[src/rtl/rs_issue_arbiter.sv]
// rs_issue_arbiter
//   Registered dual-issue arbiter for the reservation station. Each cycle it picks up to
//   two ready RS entries, scanning from a rotating priority pointer, and grants them to
//   the two issue ports. Grants are one-hot, registered and last exactly one cycle.
//   Entries granted this cycle are masked from the next selection while the RS frees them.
//
// Ports
//   clock        in   system clock, rising edge
//   reset        in   asynchronous active-high reset
//   req_valid    in   [p_SIZE] entry i ready to issue
//   fu1_ready    in   FU1 accepts an issue next cycle
//   fu2_ready    in   FU2 accepts an issue next cycle
//   flush        in   synchronous squash, blocks new grants
//   issue1_gnt   out  [p_SIZE] one-hot grant to FU1 (zero = no issue)
//   issue2_gnt   out  [p_SIZE] one-hot grant to FU2
//   issue1_valid out  OR of issue1_gnt
//   issue2_valid out  OR of issue2_gnt
//   load         out  [p_SIZE] issue1_gnt | issue2_gnt, used by the RS to free entries
module rs_issue_arbiter #(
  parameter int unsigned p_SIZE = 8
) (
  input  logic              clock,
  input  logic              reset,
  input  logic [p_SIZE-1:0] req_valid,
  input  logic              fu1_ready,
  input  logic              fu2_ready,
  input  logic              flush,
  output logic [p_SIZE-1:0] issue1_gnt,
  output logic [p_SIZE-1:0] issue2_gnt,
  output logic              issue1_valid,
  output logic              issue2_valid,
  output logic [p_SIZE-1:0] load
);

  localparam int unsigned PtrW = (p_SIZE > 1) ? $clog2(p_SIZE) : 1;

  typedef logic [PtrW-1:0] ptr_t;
  // One extra bit so ptr + offset (< 2*p_SIZE) can be wrapped by a single subtract.
  typedef logic [PtrW:0]   sum_t;

  ptr_t              ptr_q, ptr_d;
  logic [p_SIZE-1:0] gnt1_q, gnt1_d;
  logic [p_SIZE-1:0] gnt2_q, gnt2_d;

  logic [p_SIZE-1:0] eligible;
  logic              found_a, found_b;
  ptr_t              a_idx, b_idx;
  sum_t              sum;
  ptr_t              idx;

  logic              any_gnt;
  ptr_t              last_idx;

  assign issue1_gnt   = gnt1_q;
  assign issue2_gnt   = gnt2_q;
  assign issue1_valid = |gnt1_q;
  assign issue2_valid = |gnt2_q;
  assign load         = gnt1_q | gnt2_q;

  // Rotating scan: first and second eligible entries starting at ptr_q.
  always_comb begin
    eligible = req_valid & ~load & {p_SIZE{~flush}};
    found_a  = 1'b0;
    found_b  = 1'b0;
    a_idx    = '0;
    b_idx    = '0;
    sum      = '0;
    idx      = '0;
    for (int unsigned k = 0; k < p_SIZE; k++) begin
      sum = {1'b0, ptr_q} + sum_t'(k);
      if (sum >= sum_t'(p_SIZE)) begin
        sum = sum - sum_t'(p_SIZE);
      end
      idx = sum[PtrW-1:0];
      if (eligible[idx]) begin
        if (!found_a) begin
          found_a = 1'b1;
          a_idx   = idx;
        end else if (!found_b) begin
          found_b = 1'b1;
          b_idx   = idx;
        end
      end
    end
  end

  // Port assignment and pointer advance past the last granted entry.
  always_comb begin
    gnt1_d   = '0;
    gnt2_d   = '0;
    any_gnt  = 1'b0;
    last_idx = a_idx;
    ptr_d    = ptr_q;

    if (fu1_ready && fu2_ready) begin
      if (found_a) begin
        gnt1_d[a_idx] = 1'b1;
        any_gnt       = 1'b1;
      end
      if (found_b) begin
        gnt2_d[b_idx] = 1'b1;
        last_idx      = b_idx;
      end
    end else if (fu1_ready) begin
      if (found_a) begin
        gnt1_d[a_idx] = 1'b1;
        any_gnt       = 1'b1;
      end
    end else if (fu2_ready) begin
      // With only FU2 ready the first candidate goes to FU2.
      if (found_a) begin
        gnt2_d[a_idx] = 1'b1;
        any_gnt       = 1'b1;
      end
    end

    if (any_gnt) begin
      ptr_d = (last_idx == ptr_t'(p_SIZE - 1)) ? '0 : last_idx + ptr_t'(1);
    end
  end

  always_ff @(posedge clock or posedge reset) begin
    if (reset) begin
      ptr_q  <= '0;
      gnt1_q <= '0;
      gnt2_q <= '0;
    end else begin
      ptr_q  <= ptr_d;
      gnt1_q <= gnt1_d;
      gnt2_q <= gnt2_d;
    end
  end

endmodule

[config.mk]
export PLATFORM = sky130hd
export DESIGN_NAME = rs_issue_arbiter
export DESIGN_NICKNAME = d
export VERILOG_FILES = /design/src/rtl/rs_issue_arbiter.sv
export SDC_FILE = /design/constraint.sdc
export NUM_CORES = 1
export LEC_CHECK = 0
export CAP_MARGIN = 20
export CORE_UTILIZATION = 30
export CTS_CLUSTER_SIZE = 40
export DETAILED_ROUTE_END_ITERATION = 6
export PLACE_DENSITY_LB_ADDON = 0.2
export SLEW_MARGIN = 20
export SYNTH_ARGS = -nofsm -noshare
export SYNTH_HDL_FRONTEND = slang
export SYNTH_SLANG_ARGS = --single-unit
[constraint.sdc]
create_clock -name clock -period 5.8 [get_ports clock]
set_input_delay 0.87 -clock clock [delete_from_list [all_inputs] [get_ports clock]]
set_output_delay 0.87 -clock clock [all_outputs]
set_load 0.005 [all_outputs]
; ---- After elaboration in Yosys (flattened, before gate mapping)
; Index checks and enable logic that the tools add are counted.
; Widths: inputs -> output; s select.
[op_classes]
n_eq_ne = 1
div_mod_pow = 0
shifts = 0
muxes = 99
bitwise_logic = 5
reduce_logical = 5
magnitude_cmp = 20
multipliers = 0
n_addsub = 16
[ops]
columns = cell, n
row1 = $mux 3, 46
row2 = $mux 8, 7
row3 = $lt 3x4->1 const B, 10
row4 = $mux 1, 36
row5 = $ge 4x4->1 const B, 7
row6 = $bmux 1 s3, 8
row7 = $sub 3x1->3 const B, 8
row8 = $add 3x3->4 const B, 4
row9 = $and 8x8->8, 2
row10 = $reduce_or 8->1, 2
row11 = $add 3x2->4 const B, 2
row12 = $not 8->8, 1
row13 = $or 8x8->8, 1
row14 = $demux 1 s3, 2
row15 = $ge 3x1->1 const B, 2
row16 = $add 3x1->4 const B, 1
row17 = $ge 3x4->1 const B, 1
row18 = $add 3x1->3 const B, 1
row19 = $eq 3x3->1 const B, 1
row20 = $logic_and 1x1->1, 3
row21 = $not 1->1, 1
[word_totals]
elab_cells = 149
mem_bits_rw = 0
romBits = 0
latch_bits = 0
n_memories = 0
regBits = 19
out_inout_bits = 26

; ---- Logic depth before layout (Yosys ltp)
[logic_depth]
ltp_word = 33
ltp_mapped = 20
depth_no_buf = 16

; ---- Worst setup path before layout
; Ideal clock, no wire load.
[synth_path]
kind = reg2reg
from = reg ptr_q[0]
to = reg ptr_q[2]
arrival_ps = 4457
path_stages_with_launch = 20
path_buffers = 4
period_less_slack_ps = 4582
setup_ps = 125
slack_ps = 1218
t_required_ps = 5675
cell_sequence = dfrtp_1 inv_1 clkbuf_1 ha_1 clkbuf_1 clkbuf_1 nand2_1 o22ai_1 o21ai_1 and2_1 buf_2 xnor2_1 o32ai_2 o31a_1 o21a_1 nor3_1 a21oi_1 ha_1 ha_1 mux2_2
[synth_between]
elab_chain_len = 29
elab_cells_between_ends = 113
cone_classes = add/sub: 16 / order compare: 8 / eq/ne: 1 / mux: 88
[synth_rtl]
columns = item, line_no
row1 = "start, declared", 41  ; ptr_t ptr_q, ptr_d;
row2 = "start signal, assigned", 128  ; ptr_q <= ptr_d;
row3 = "parallel branches: the longest is 29 deep, another holds $add 3x1->4", -
; Several ways; the timed one is not identified. The select of a mux whose other input is x is not followed.
; A chain may end at the register's enable or synchronous reset.

; ---- Worst setup path in the final report
[layout_path]
from = in flush
to = reg ptr_q[2]
[layout_between]
elab_chain_len = 29
elab_cells_between_ends = 84
cone_classes = add/sub: 1 / eq/ne: 1 / mux: 80 / bitwise: 2
[layout_rtl]
columns = item, line_no
row1 = "start, declared", 27  ; input logic flush,
row2 = $not 1->1 *, 62  ; eligible = req_valid & ~load & {p_SIZE{~flush}};
row3 = $and 8x8->8 *, 62
row4 = $bmux 1 s3, 75  ; if (eligible[idx]) begin
row5 = $mux 1 (not written as such), 75
row6 = $mux 1, 75
row7 = $mux 3 / $mux 1 (equally long branches), 76  ; if (!found_a) begin
row8 = $mux 3 / $mux 1 (equally long branches), 75
row9 = $mux 3, 79  ; end else if (!found_b) begin
row10 = (+13 left out), -
row11 = $mux 3, 75
row12 = $mux 3, 79
row13 = $mux 3, 76
row14 = $mux 3, 75
row15 = $mux 3, 100  ; if (found_b) begin
row16 = $mux 3, 95  ; if (fu1_ready && fu2_ready) begin
row17 = $add 3x1->3 / $eq 3x3->1 (equally long branches), 118  ; ptr_d = (last_idx == ptr_t'(p_SIZE - 1)) ? '0 : last_idx + ptr_t'(1);
row18 = $mux 3, 118
; Mark *: on every way between the ends. The rest lies on a longest branch, timed or not. The select of a mux whose other input is x is not followed.

==> Flow_metrics.wiki <==
{| class="wikitable"
! Metric !! Value
|-
| WS Path Type || input port to flop
|-
| Number of nets in the layout || 406
|-
| Via density || 6.20
|-
| Num Clock Sinks || 19
|-
| Max-cap violations || 0
|-
| Worst min-delay path category || flop to flop
|-
| Highest cell delay on the worst timing path || 0.65 ns
|-
| Total via count in the routed design || 3061
|-
| Reg-to-reg setup timing slack || 1.35 ns
|-
| Highest attainable clock frequency || 187 MHz
|-
| Resized Gates After CTS || 0
|-
| Synth async-reset ratio || 1.00
|-
| Clock H-tree levels || 1
|-
| Antenna diode count || 0
|-
| Summed negative setup slack over all endpoints || 0 ns
|-
| Row count || 34
|-
| Number of iterations in the first detailed-routing pass || 5
|-
| Critical path buffer and inverter count || 2
|-
| Post-Syn Instances || 346
|-
| Max-slew violation total from the final report || 0
|-
| Clock transition at the register clock pins on the worst setup and hold paths after CTS || 0.07 ns
|-
| Vias in the first global route || 2839
|-
| Final setup fails || 0
|-
| Vertical extent of the die || 96.6 um
|-
| Final hold slack || 0.790 ns
|-
| Syn-to-layout area delta || 22.3%
|-
| Dominant synthesized flop cell || sky130_fd_sc_hd__dfrtp_1
|-
| Number of buffers added to fix hold violations after cts || 0
|-
| Main combinational cell family by area after synthesis || simple AND/OR/NAND/NOR gates
|-
| Endpoint of the worst-slack reg-to-reg timing path || ptr_q[2]
|-
| WL final || 9680 um
|-
| Type of destination of the critical path || flop
|-
| Initial drt markers || 226
|-
| Share of the yosys chip area belonging to registers || 0.177
|-
| Final worst-path cycle share || 0.924
|-
| Data required time of the worst path || 5.95 ns
|-
| Worst reg2reg path depth || 13
|-
| Number of cells on the worst hold path || 2
|-
| Buffer levels on the longest clock path || 2
|-
| Total of buffers placed on input and output ports || 38
|-
| Post-synthesis share of cell area spent on and, or, nand and nor gates || 0.327
|-
| Startpoint class of the critical path || input port
|-
| Die Footprint || 0.00934 sq mm
|-
| Initial Util || 0.310
|-
| Dpl ws || 0.260 ns
|-
| Number of enable flip-flop cells after synthesis || 0
|-
| Max FO, Critical Path || 16
|-
| Highest-delay cell along the critical path || sky130_fd_sc_hd__clkdlybuf4s50_1
|-
| Hold path startpoint || ptr_q[1]
|-
| Antenna violations before repair || 0
|-
| Wire per inst || 19.6 um
|-
| Largest delay contributor family on the critical path || simple AND/OR/NAND/NOR gates
|-
| Core Util, Final || 0.379
|-
| Total setup buffers inserted after CTS || 0
|-
| Congestion Overflow GR || 0
|-
| Residual DRC count || 0
|-
| Synth Area in Compound Gates || 0.309
|-
| TritonCTS clock tree || yes
|-
| Final WS setup || 0.441 ns
|-
| Arithmetic-cell share of the synthesized area counting full adders, half adders and majority gates || 0.0279
|-
| Final-report hold violation count || 0
|-
| Width of the chip || 96.6 um
|-
| Half-perimeter wire length after placement || 7640 um
|-
| Transition time at the pin with the least slew margin || 0.758 ns
|-
| Global-route wire length before repair || 15400 um
|-
| Clock root buffer || sky130_fd_sc_hd__clkbuf_8
|-
| Critical path, cell by cell || clkdlybuf4s50_1 -> nor4b_1 -> mux4_2 -> nor4_1 -> nor4_1 -> nor3_1 -> buf_4 -> a2111oi_0 -> o221ai_1 -> nor2_1 -> nor2_1 -> ha_1 -> ha_1 -> mux2_2
|-
| Tmin final || 5.36 ns
|-
| Pin count of the biggest net entering global routing || 20
|-
| Post-Route Skew || 0.00238 ns
|-
| Min-Delay Endpoint || ptr_q[1]
|-
| Unrepaired setup endpoints after global routing || false
|-
| Share of synthesized area spent on multiplexers || 0.0810
|-
| Parity-gate share of the synthesized area counting xor and xnor cells || 0.0424
|-
| Post-route antenna net violation count || 0
|-
| Overall routing resource usage || 0.203
|-
| Worst skew pair latency || 0.26 ns
|-
| Yosys Warn Count || 0
|-
| Placer Congestion || 0.909
|-
| Reg-to-Reg Start || issue2_gnt[4]
|-
| Post-synthesis register bit count || 19
|-
| Floorplan Core Area || 0.00868 sq mm
|-
| Result of the run || finished clean
|-
| Number of buffers created by CTS || 3
|-
| Number of nets produced by synthesis || 365
|-
| Mean post-synth cell area || 7.76 sq um
|-
| Data arrival time of the critical path || 5.51 ns
|-
| Distinct cell type count of the synthesized netlist || 68
|-
| Number of top-level design ports || 39
|-
| Synthesized area || 0.00269 sq mm
|-
| Fraction of final layout cells with drive strength greater than 1 || 0.130
|-
| Headroom to the max-slew limit || 0.495
|}
[final cells by class]
class	count	area (sq um)
fill	919	5390
multi-input combinational	304	2110
inverter	7	26.3
sequential	19	475
tap	108	135
clock buffer	3	41.3
timing repair buffer	52	485
clock inverter	1	7.51
[layout by cell type, fill, tap and decap left out, drive strengths merged, types with 3 or more instances in the layout]
cell type	synthesis	layout
a211oi	6	6
a31oi	3	3
ha	6	6
nor4	10	10
or4b	8	8
nor3	13	13
o21ai	26	26
o221ai	3	3
nand2b	7	7
o211ai	4	4
nand4	3	3
or2	12	12
nor2	35	35
o31a	4	4
dfrtp	19	19
and2	7	7
o21a	6	6
clkbuf	11	3
xnor2	10	10
clkdlybuf4s50	0	38
mux2i	6	6
nor4b	9	9
o32ai	10	10
o31ai	4	4
xor2	3	3
or3	5	5
buf	5	14
o22ai	12	12
nand2	25	25
inv	5	5
mux4	6	6
a21oi	17	17
nand3	10	10
[tightest hold or removal path: stages, from the launching register on]
cell	delay, ns
sky130_fd_sc_hd__dfrtp_1	0.37
sky130_fd_sc_hd__buf_4	0.21
sky130_fd_sc_hd__mux2_2	0.18
[sequential cells by signal, summed over array words and instances, names as in the netlist]
signal      cells
issue1_gnt      8
issue2_gnt      8
ptr_q           3
[metrics by stage]
step,cell area (sq um),cells
2_1_floorplan,2690,346
3_3_place_gp,3240,490
3_5_place_dp,3240,490
4_1_cts,3290,494
5_1_grt,3290,494
6_report,3290,494
[logic make-up (layout without fill, tap and decap cells)]
family / count (synthesis) / in the layout
compound gates: 117 / 117
xor+xnor: 13 / 13
fa+ha+maj: 6 / 6
buf+inv: 23 / 63
flops: 19 / 19
mux: 14 / 14
simple gates: 154 / 154
[metal layers]
metal	part of all wire	routed length, um	up-vias	GRT usage
li1	-	-	1440	-
met2	0.46	4450	137	0.319
met3	0.063	611	15	0.0152
met5	0	0	-	0
met1	0.46	4420	1469	0.296
met4	0.021	200	0	0.0620
[Yosys cell counts, drive strengths merged, types with 2 or more instances]
cell / count / area [sq um]
nor2: 35 / 134
o21ai: 26 / 130
nand2: 25 / 101
dfrtp: 19 / 475
a21oi: 17 / 85.1
nor3: 13 / 65.1
o22ai: 12 / 95.1
or2: 12 / 75.1
clkbuf: 11 / 41.3
nand3: 10 / 50.1
nor4: 10 / 62.6
o32ai: 10 / 95.1
xnor2: 10 / 87.6
nor4b: 9 / 78.8
or4b: 8 / 87.6
and2: 7 / 46.3
nand2b: 7 / 43.8
a211oi: 6 / 45.0
ha: 6 / 75.1
mux2i: 6 / 60.1
mux4: 6 / 135
o21a: 6 / 45.0
buf: 5 / 28.8
inv: 5 / 18.8
or3: 5 / 31.3
o211ai: 4 / 30.0
o31a: 4 / 35.0
o31ai: 4 / 30.0
a31oi: 3 / 18.8
nand4: 3 / 18.8
o221ai: 3 / 26.3
xor2: 3 / 26.3
a21o: 2 / 15.0
a221oi: 2 / 17.5
a22oi: 2 / 15.0
a32oi: 2 / 17.5
clkinv: 2 / 7.51
mux2: 2 / 22.5
nand3b: 2 / 15.0
nor2b: 2 / 12.5
nor3b: 2 / 15.0
o32a: 2 / 20.0
or4: 2 / 22.5
[worst max-delay path by stage]
stage	start	endpoint	cells after the start
3_5_place_dp	flush	ptr_q[2]	14
6_report	flush	ptr_q[2]	14
5_1_grt	flush	ptr_q[2]	14
4_1_cts	flush	ptr_q[2]	13
2_1_floorplan	ptr_q[0]	ptr_q[2]	19
3_3_place_gp	flush	ptr_q[2]	14
Power is not shown: default switching activity piles up to over one toggle a cycle in this logic, so the estimate is an artifact.
